## src/rtl/md_issue_ctrl.sv

```systemverilog
// md_issue_ctrl: E-stage sequencing controller for the HI/LO mult/div unit.
// Optional divide-by-zero guard: define MD_DIVZERO_GUARD_EN.
//
// Ports:
//   Clk, Rst        clock (rising edge), synchronous active-high reset
//   Req, Func       valid MD instruction in E and its function code
//   RsVal, RtVal    forwarded operands, passed straight to the unit
//   Flush           exception/interrupt kill of the E-stage instruction
//   MdBusy          busy from the MD unit
//   MdStart/MdOp/MdWe/MdHiLo/MdD1/MdD2  unit control and data
//   HiLoSel         MFHI/MFLO read-mux select (1 = HI)
//   Stall           freeze F/D/E while HI/LO is unavailable
//   DivZero         one-cycle divide-by-zero flag (guard builds only)
module md_issue_ctrl #(
    parameter int MULT_LAT = 5,
    parameter int DIV_LAT  = 10
) (
    input  logic        Clk,
    input  logic        Rst,
    input  logic        Req,
    input  logic [2:0]  Func,
    input  logic [31:0] RsVal,
    input  logic [31:0] RtVal,
    input  logic        Flush,
    input  logic        MdBusy,
    output logic        MdStart,
    output logic [1:0]  MdOp,
    output logic        MdWe,
    output logic        MdHiLo,
    output logic [31:0] MdD1,
    output logic [31:0] MdD2,
    output logic        HiLoSel,
    output logic        Stall
`ifdef MD_DIVZERO_GUARD_EN
   ,output logic        DivZero
`endif
);

    localparam int MAXL = (DIV_LAT > MULT_LAT) ? DIV_LAT : MULT_LAT;
    localparam int CW   = $clog2(MAXL + 1);

    typedef enum logic {
        IDLE,
        RUN
    } state_e;

    state_e        state_q, state_d;
    logic [CW-1:0] cnt_q, cnt_d;
    logic          act;

    // MdBusy keeps MD instructions held after a reset mid-operation,
    // when the controller is IDLE but the unit is still counting.
    assign Stall = Req & ~Flush & ((state_q == RUN) | MdBusy);
    assign act   = Req & ~Flush & ~Stall;

`ifdef MD_DIVZERO_GUARD_EN
    logic dz;
    logic dz_q;

    assign dz      = act & ~Func[2] & Func[1] & (RtVal == 32'd0);
    assign MdStart = act & ~Func[2] & ~dz;
    assign DivZero = dz_q;

    always_ff @(posedge Clk) begin
        if (Rst) begin
            dz_q <= 1'b0;
        end else begin
            dz_q <= dz;
        end
    end
`else
    assign MdStart = act & ~Func[2];
`endif

    assign MdOp    = Func[1:0];
    assign MdWe    = act & Func[2] & ~Func[1];
    assign MdHiLo  = Func[0];
    assign HiLoSel = Func[0];
    assign MdD1    = RsVal;
    assign MdD2    = RtVal;

    always_comb begin
        state_d = state_q;
        cnt_d   = cnt_q;
        unique case (state_q)
            IDLE: begin
                if (MdStart) begin
                    state_d = RUN;
                    cnt_d   = Func[1] ? CW'(DIV_LAT) : CW'(MULT_LAT);
                end
            end
            RUN: begin
                // The last counted edge is the one at which HI/LO updates.
                if (cnt_q == CW'(1)) begin
                    state_d = IDLE;
                    cnt_d   = '0;
                end else begin
                    cnt_d = cnt_q - CW'(1);
                end
            end
            default: begin
                state_d = IDLE;
                cnt_d   = '0;
            end
        endcase
    end

    always_ff @(posedge Clk) begin
        if (Rst) begin
            state_q <= IDLE;
            cnt_q   <= '0;
        end else begin
            state_q <= state_d;
            cnt_q   <= cnt_d;
        end
    end

endmodule

```

## config.mk

```make
export PLATFORM = sky130hd
export DESIGN_NAME = md_issue_ctrl
export DESIGN_NICKNAME = d
export VERILOG_FILES = /design/src/rtl/md_issue_ctrl.sv
export SDC_FILE = /design/constraint.sdc
export NUM_CORES = 1
export LEC_CHECK = 0
export CELL_PAD_IN_SITES_DETAIL_PLACEMENT = 1
export CELL_PAD_IN_SITES_GLOBAL_PLACEMENT = 1
export CORE_UTILIZATION = 11
export CTS_CLUSTER_SIZE = 14
export DETAILED_ROUTE_END_ITERATION = 16
export HOLD_SLACK_MARGIN = 0.03
export PLACE_DENSITY = 0.8
export SYNTH_ARGS = -nofsm -noshare
export SYNTH_HDL_FRONTEND = slang
export SYNTH_SLANG_ARGS = --single-unit
```

## constraint.sdc

```tcl
create_clock -name Clk -period 1.1 [get_ports Clk]
set_input_delay 0.22 -clock Clk [delete_from_list [all_inputs] [get_ports Clk]]
set_output_delay 0.22 -clock Clk [all_outputs]
set_load 0.01 [all_outputs]
```

# ---- After elaboration in Yosys (flattened, before gate mapping)
# Cells that the tools add are included.
# W data, S select, Z words.
dict set report word_totals {
  inputBits 72
  ram_bits 0
  latchBits 0
  output_inout_bits 71
  mem_bits_ro 0
  ff_bits 5
  mem_count 0
}
dict set report classes {
  muxes 7
  shifts 0
  mul 0
  eq_ne 2
  n_lt_le_gt_ge 0
  n_div 0
  bitwise_logic 12
  add_sub_neg 1
  reduce_logical 0
}
# cell n
set ops {}
lappend ops {{$mux W4} 3}
lappend ops {{$pmux W4 S2} 1}
lappend ops {{$and A1 B1 Y1} 6}
lappend ops {{$not A1 Y1} 5}
lappend ops {{$eq A4 B1 Y1 const B} 1}
lappend ops {{$sub A4 B1 Y4 const B} 1}
lappend ops {{$mux W1} 2}
lappend ops {{$ne A2 B2 Y1 const B} 1}
lappend ops {{$pmux W1 S2} 1}
lappend ops {{$or A1 B1 Y1} 1}

# ---- Logic depth before layout (Yosys ltp)
# Gate-level depths: netlist of run 1.
dict set report depth {
  ltp_word 8
  depth_mapped 5
}

# ---- Least setup slack after synthesis of run 1
# OpenSTA, ideal clock, no wires.
dict set report synth_timing {
  kind {register to output}
  startpoint {register state_q}
  endpoint {output port MdStart}
  path_buffers 0
  setup_slack_ns -0.089
  required_time_ns 0.880
  arrival_ns 0.969
  path_stages_with_launch 3
  path_cell_list {dfxtp_1 or4_1 inv_1}
}
dict set report synth_between {
  elab_chain_cells 5
}
# element line
set synth_rtl {}
lappend synth_rtl {{start, declared} 47} ;# state_e state_q, state_d;
lappend synth_rtl {{start signal, assigned} 113} ;# state_q <= state_d;
lappend synth_rtl {{$or A1 B1 Y1} 53} ;# assign Stall = Req & ~Flush & ((state_q == RUN) | MdBusy);
lappend synth_rtl {{$and A1 B1 Y1} 53}
lappend synth_rtl {{$not A1 Y1} 54} ;# assign act = Req & ~Flush & ~Stall;
lappend synth_rtl {{$and A1 B1 Y1} 54}
lappend synth_rtl {{$and A1 B1 Y1} 72} ;# assign MdStart = act & ~Func[2];
lappend synth_rtl {{end, declared} 26} ;# output logic MdStart,
# No other way between the ends.

# ---- Worst setup path in the final report of run 1
dict set report layout_timing {
  startpoint {input port Flush}
  endpoint {output port MdStart}
}
dict set report layout_between {
  elab_chain_cells 6
}
# element line
set layout_rtl {}
lappend layout_rtl {{start, declared} 24} ;# input logic Flush,
lappend layout_rtl {{$not A1 Y1 (*)} {53, 54}}
lappend layout_rtl {{$and A1 B1 Y1 (*)} {53, 54}}
lappend layout_rtl {{$and A1 B1 Y1} 53}
lappend layout_rtl {{$not A1 Y1} 54}
lappend layout_rtl {{$and A1 B1 Y1 (*)} 54}
lappend layout_rtl {{$and A1 B1 Y1 (*)} 72}
# Every way passes the cells marked *; elsewhere a longest branch is shown, timed or not.

==> results of run 1 <==
[power breakdown]
| part | leakage [nW] | switching (mW) | internal [mW] |
|---|---|---|---|
| combinational | 0.227 | 0.0785 | 0.0935 |
| sequential | 0.0424 | 0.0110 | 0.193 |
| clock | 0.0228 | 0.111 | 0.251 |
| total | 0.292 | 0.201 | 0.537 |
[state kept, by name, summed over array words and instances, names as in the netlist]
| signal | flops |
|---|---|
| state_q | 1 |
| cnt_q | 4 |
[path summary, 6_finish.rpt]
| kind | start | to | slack, ns | cells after the start |
|---|---|---|---|---|
| setup / recovery | Flush | MdStart | -0.28 | 5 |
| hold reg to reg | state_q | state_q | 0.54 | 2 |
| setup reg to reg | cnt_q[1] | cnt_q[3] | 0.02 | 4 |
| hold / removal | MdBusy | state_q | 0.30 | 3 |
[cell usage after synthesis]
library cell / count
nor2_1: 3
and4b_1: 1
o31a_1: 1
inv_1: 6
a21oi_1: 3
o21ai_0: 1
nand2b_1: 2
a21o_1: 1
nor3_1: 1
a221oi_2: 1
ha_1: 2
buf_4: 68
nor4b_4: 1
a21o_2: 1
nand3b_1: 1
dfxtp_1: 5
mux2i_1: 3
a211oi_1: 4
or4_1: 1
[worst register-to-register path: stages (launching register included)]
cell	delay, ns
dfxtp_2	0.31
buf_4	0.13
o31a_1	0.24
a211oi_2	0.21
a211oi_2	0.05
[timing repair]
action                     4_1_cts  5_1_grt
gates resized for setup         45       14
pin swaps                        8        8
setup buffers                    3        3
setup endpoints to repair        9        7
[cells by family (layout without fill, tap and decap cells)]
family / Yosys count / count (layout) / share of synthesized area, %
DFF: 5 / 5 / 11.7
adders and majority gates: 2 / 2 / 2.92
muxes: 3 / 3 / 3.51
and+or+nand+nor: 10 / 10 / 9.06
buffers and inverters: 74 / 32 / 62.3
AOI/OAI and AO/OA: 12 / 12 / 10.5
[stage by stage]
| stage | setup WS (ns) | power (mW) | hold WS (ns) | instances |
|---|---|---|---|---|
| detailed placement | -0.950 | 0.343 | 0.440 | 156 |
| global placement | -0.937 | 0.338 | 0.440 | 156 |
| floorplan | -0.00137 | 0.517 | 0.282 | 106 |
| CTS | -0.361 | 0.736 | 0.301 | 163 |
| global route | -0.315 | 0.777 | 0.316 | 163 |
| finish | -0.277 | 0.738 | 0.303 | 163 |
[routing by layer]
layer / GRT usage [%] / vias to the layer above
li1: - / 195
met1: 2.99 / 219
met2: 6.11 / 22
met3: 3.47 / 22
met4: 4.44 / 0
met5: 0 / -
[cell usage in the layout, fill, tap and decap left out, types with 2 or more instances in the layout]
cell and instances:
buf_4 9, dfxtp_2 2, dfxtp_1 2, inv_1 2
nor2_1 2, buf_6 5, inv_2 3, clkbuf_8 3
buf_2 4, a211oi_2 4, nand2b_4 2, mux2i_1 3
a21oi_1 2
[cell type report]
type / count / area, um2 / share of cell area (%)
multi-input combinational: 27 / 288 / 37.3
timing repair buffer: 22 / 178 / 23.1
tap: 99 / 124 / 16.1
sequential: 5 / 106 / 13.8
clock buffer: 4 / 45.0 / 5.84
inverter: 6 / 30.0 / 3.90
==> out/qor.yml, run 1 <==
clocking:
  clk_latency_ns: 0.23
  clk_path_buf_depth: 2
  htree_levels: 1
  cts_buffers: 3
  cts_tree: "done"
  clkSinkCount: 5
  cts-root-buf: "clkbuf_8"
  clkTransAtPathRegs_ns: 0.04
  holdBufCountCts: 0
place:
  gp_congestion: 0.707
  place_area_um2: 642
  post-dp-hpwl_um: 1010
  portBuffers: 10
timing:
  slew_violations: 0
  hold_viol_final: 0
  finalClockSkew_ns: 0.00274
  max_slew_margin_pct: 80.1
  fin_crit_sh_pct: 125
  finalWorstSetupSlack_ns: -0.277
  max_freq_mhz: 726
  rsz0062_at_grt: "true"
  setup_violations: 5
  tightest_slew_ns: 0.298
  setup_tns_ns: -0.710
  post-route-min-period_ns: 1.38
power_and_ir_drop:
  max-vdd-ir-drop_uv: 187
  p_leak_nw: 0.292
  power_density_nw_per_um2: 957
yosys:
  synth.top_cells.by_area: "buf_4 60%, dfxtp_1 12%, mux2i_1 3.5%"
  ys_warn_count: 0
  ys_types: 19
  yosys_register_bits: 5
  synth_area_um2: 856
  seq_area_frac_synth_pct: 11.7
  yosysTopAreaCell: "buf_4"
  postSynthAreaPerCell_um2: 8.07
  synth_nets: 180
  synth_cells: 106
  synth_top_area_share_pct: 59.6
global_route:
  antenna_found_initial: 0
  grt_pass1_vias: 494
  grt_max_degree: 6
  grt_overflow: 0
  grtUsageTotal_pct: 4.07
  grt_first_pass_wirelength_um: 2350
critical_path:
  path_max_fanout: 3
  critPathMaxStageDelay_ns: 0.54
  startpoint_type: "input pin"
  crit_chain: "buf_6 -> nand2b_4 -> or4_4 -> inv_2 -> buf_6"
  cp_slowest_cell: "or4_4"
  cp_top_family: "simple AND/OR/NAND/NOR gates"
  path_buf_inv: 3
  cp.required_ns: 0.88
  crit_top_cell: "buf_6"
  arrival_ns: 1.16
  endpoint_kind: "output port"
  critPathKind: "input pin to output port"
floorplanning:
  num_rows: 31
  dieHeight_um: 90.2
  start_util_pct: 11.6
  core-area_um2: 7370
  die_x_um: 90.2
  ios: 143
  die_area_um2: 8140
routing:
  wl_um: 1570
  routed-wl-met3_um: 237
  dr.max_layer_used: "met4"
  drc: 0
  antenna_violating_nets_post_route: 0
  met1_length_um: 494
  drtIter0Drc: 4
  avgRoutedWirePerCell_um: 9.64
  viasPerCell: 2.81
  dr.pass1.iters: 2
  via_count: 458
  wl_met2_um: 737
cells_and_area:
  diodes: 0
  syn2layout_area_growth_pct: -9.94
  final_util_pct: 10.5
  final_layout_size_suffix_gt1_share_pct: 67.2
  n_fill_cell: 885
  final_area_um2: 771
  nets: 139
min_path:
  hold_class: "input pin to flop"
flow_run:
  maxCapViolations: 0
status:
  outcome: "complete, but fails checks"
  violations: "negative setup slack"
Power figures use the tool's default switching activity.
==> run 2: changes to the inputs <==
- GPL_TIMING_DRIVEN: not set -> 0
==> out/qor.yml, run 2 (synthesized netlist as in run 1, its figures left out) <==
power_and_ir_drop:
  p_leak_nw: 0.847  # +190%
  max-vdd-ir-drop_uv: 126  # -33%
  power_density_nw_per_um2: 626  # -35%
  total_power_mw: 1.20  # +63%
routing:
  drc: 0  # unchanged
  wl_um: 2720  # +73%
  dr.pass1.iters: 2  # unchanged
  antenna_violating_nets_post_route: 0  # unchanged
  drtIter0Drc: 8  # +4
  avgRoutedWirePerCell_um: 9.33  # -3.2%
  viasPerCell: 3.33  # +19%
  via_count: 973  # +110%
floorplanning:
  die_area_um2: 8140  # unchanged
  dieHeight_um: 90.2  # unchanged
  num_rows: 31  # unchanged
  die_x_um: 90.2  # unchanged
  start_util_pct: 11.6  # unchanged
  ios: 143  # unchanged
  core-area_um2: 7370  # unchanged
critical_path:
  path_buf_inv: 2  # -1
  path_max_fanout: 2  # -1
  endpoint_kind: "output port"
  cp_top_family: "simple AND/OR/NAND/NOR gates"
  startpoint_type: "flop"
  critPathKind: "flop to output port"
  cp_slowest_cell: "or4_4"
  arrival_ns: 1.13  # -0.03 ns
  critPathMaxStageDelay_ns: 0.42  # -0.12 ns
  cp.required_ns: 0.88  # about the same
  crit_chain: "or4_4 -> inv_2 -> buf_6"
timing:
  slew_violations: 0  # unchanged
  max_freq_mhz: 739  # +1.8%
  max_slew_margin_pct: 80.5  # +0.44 points
  rsz0062_at_grt: "true"
  finalWorstSetupSlack_ns: -0.254  # +0.0239 ns
  fin_crit_sh_pct: 123  # -2.2 points
  finalClockSkew_ns: 0.00227  # -0.000472 ns
  setup_violations: 3  # -2
  tightest_slew_ns: 0.291  # -0.00665 ns
  setup_tns_ns: -0.529  # +0.181 ns
  hold_viol_final: 0  # unchanged
  post-route-min-period_ns: 1.35  # -0.0239 ns
cells_and_area:
  top_regs: "cnt_q (4), state_q (1)"
  regArea_um2: 110  # +3.5%
  mostFrequentLayoutCells: "72 x buf_4, 68 x clkdlybuf4s50_1, 5 x buf_2"
  final_cells: 292  # +79%
  nets: 268  # +93%
  largest-register: "cnt_q"
  final_layout_size_suffix_gt1_share_pct: 56.5  # -11 points
  final_common_cell: "buf_4"
  multi_input_area_um2: 304  # +5.7%
  syn2layout_area_growth_pct: 124
  diodes: 0  # unchanged
  largest_reg_flops: 4  # unchanged
  n_fill_cell: 874  # -1.2%
min_path:
  hold_class: "input pin to flop"
global_route:
  grtUsageTotal_pct: 5.79  # +1.7 points
  grt_max_degree: 7  # +1
  antenna_found_initial: 0  # unchanged
  grt_overflow: 0  # unchanged
  grt_first_pass_wirelength_um: 3830  # +63%
  grt_pass1_vias: 918  # +86%
place:
  post-dp-hpwl_um: 2300  # +130%
  gp_congestion: 0.649  # -8.1%
  portBuffers: 77  # +67
  placed_cells: 282  # +81%
  place_ws_ns: -1.01  # -0.0649 ns
clocking:
  clk_path_buf_depth: 2  # unchanged
  holdBufCountCts: 0  # unchanged
  cts_tree: "done"
  cts-root-buf: "clkbuf_8"
  clk_latency_ns: 0.22  # about the same
  cts_buffers: 3  # unchanged
  clkTransAtPathRegs_ns: 0.03  # about the same
  htree_levels: 1  # unchanged
  clkSinkCount: 5  # unchanged
flow_run:
  maxCapViolations: 0  # unchanged
status:
  violations: "negative setup slack"
  outcome: "complete, but fails checks"
## run 2: stage by stage
stage / area (um2) / utilization (%) / hold slack (ns)
after floorplan: 861 / - / 0.282
after global placement: 1760 / 23.8 / 0.524
after detailed placement: 1760 / 23.8 / 0.537
after CTS: 1840 / 25.0 / 0.469
after global routing: 1920 / 26.0 / 0.459
final: 1920 / 26.0 / 0.441
## run 2: metal layers
| metal | track usage [%] | vias to the layer above | share of wire, % |
|---|---|---|---|
| li1 | - | 448 | - |
| met2 | 11.1 | 89 | 54 |
| met5 | 0 | - | 0 |
| met1 | 4.97 | 434 | 31 |
| met3 | 3.21 | 2 | 14 |
| met4 | 2.02 | 0 | 0.51 |
## run 2: area by class of cell
cell class	instances	share of cell area, %
multi-input combinational	27	15.8
clock buffer	4	2.35
buffer	68	26.6
inverter	6	1.30
timing repair buffer	83	41.7
sequential	5	5.74
tap	99	6.45
## run 2: power breakdown
part	switching [mW]	leakage (nW)	internal, mW	total [mW]
Combinational	0.213	0.781	0.438	0.651
Sequential	0.0142	0.0431	0.191	0.206
Clock	0.0957	0.0228	0.249	0.345
Total	0.323	0.847	0.878	1.20
## run 2: what timing repair did
action,4_1_cts,5_1_grt
gates resized for setup,43,17
endpoints found under the hold margin,0,0
pin swaps,4,6
setup endpoints to repair,9,8
setup buffers,4,2
## run 2: worst reg2reg max path, stage by stage, from the launching register on
cell and delay, ns:
dfxtp_4 0.33, or4_4 0.42, buf_4 0.15, a21oi_2 0.09
## run 2: final timing paths
kind                            startpoint  endpoint  slack [ns]  cells after the start
worst max-delay path               state_q   MdStart       -0.25                      3
worst min-delay path               Func[2]   state_q        0.44                      4
worst max register to register     state_q   state_q        0.03                      3
worst min register to register    cnt_q[0]  cnt_q[0]        0.49                      1
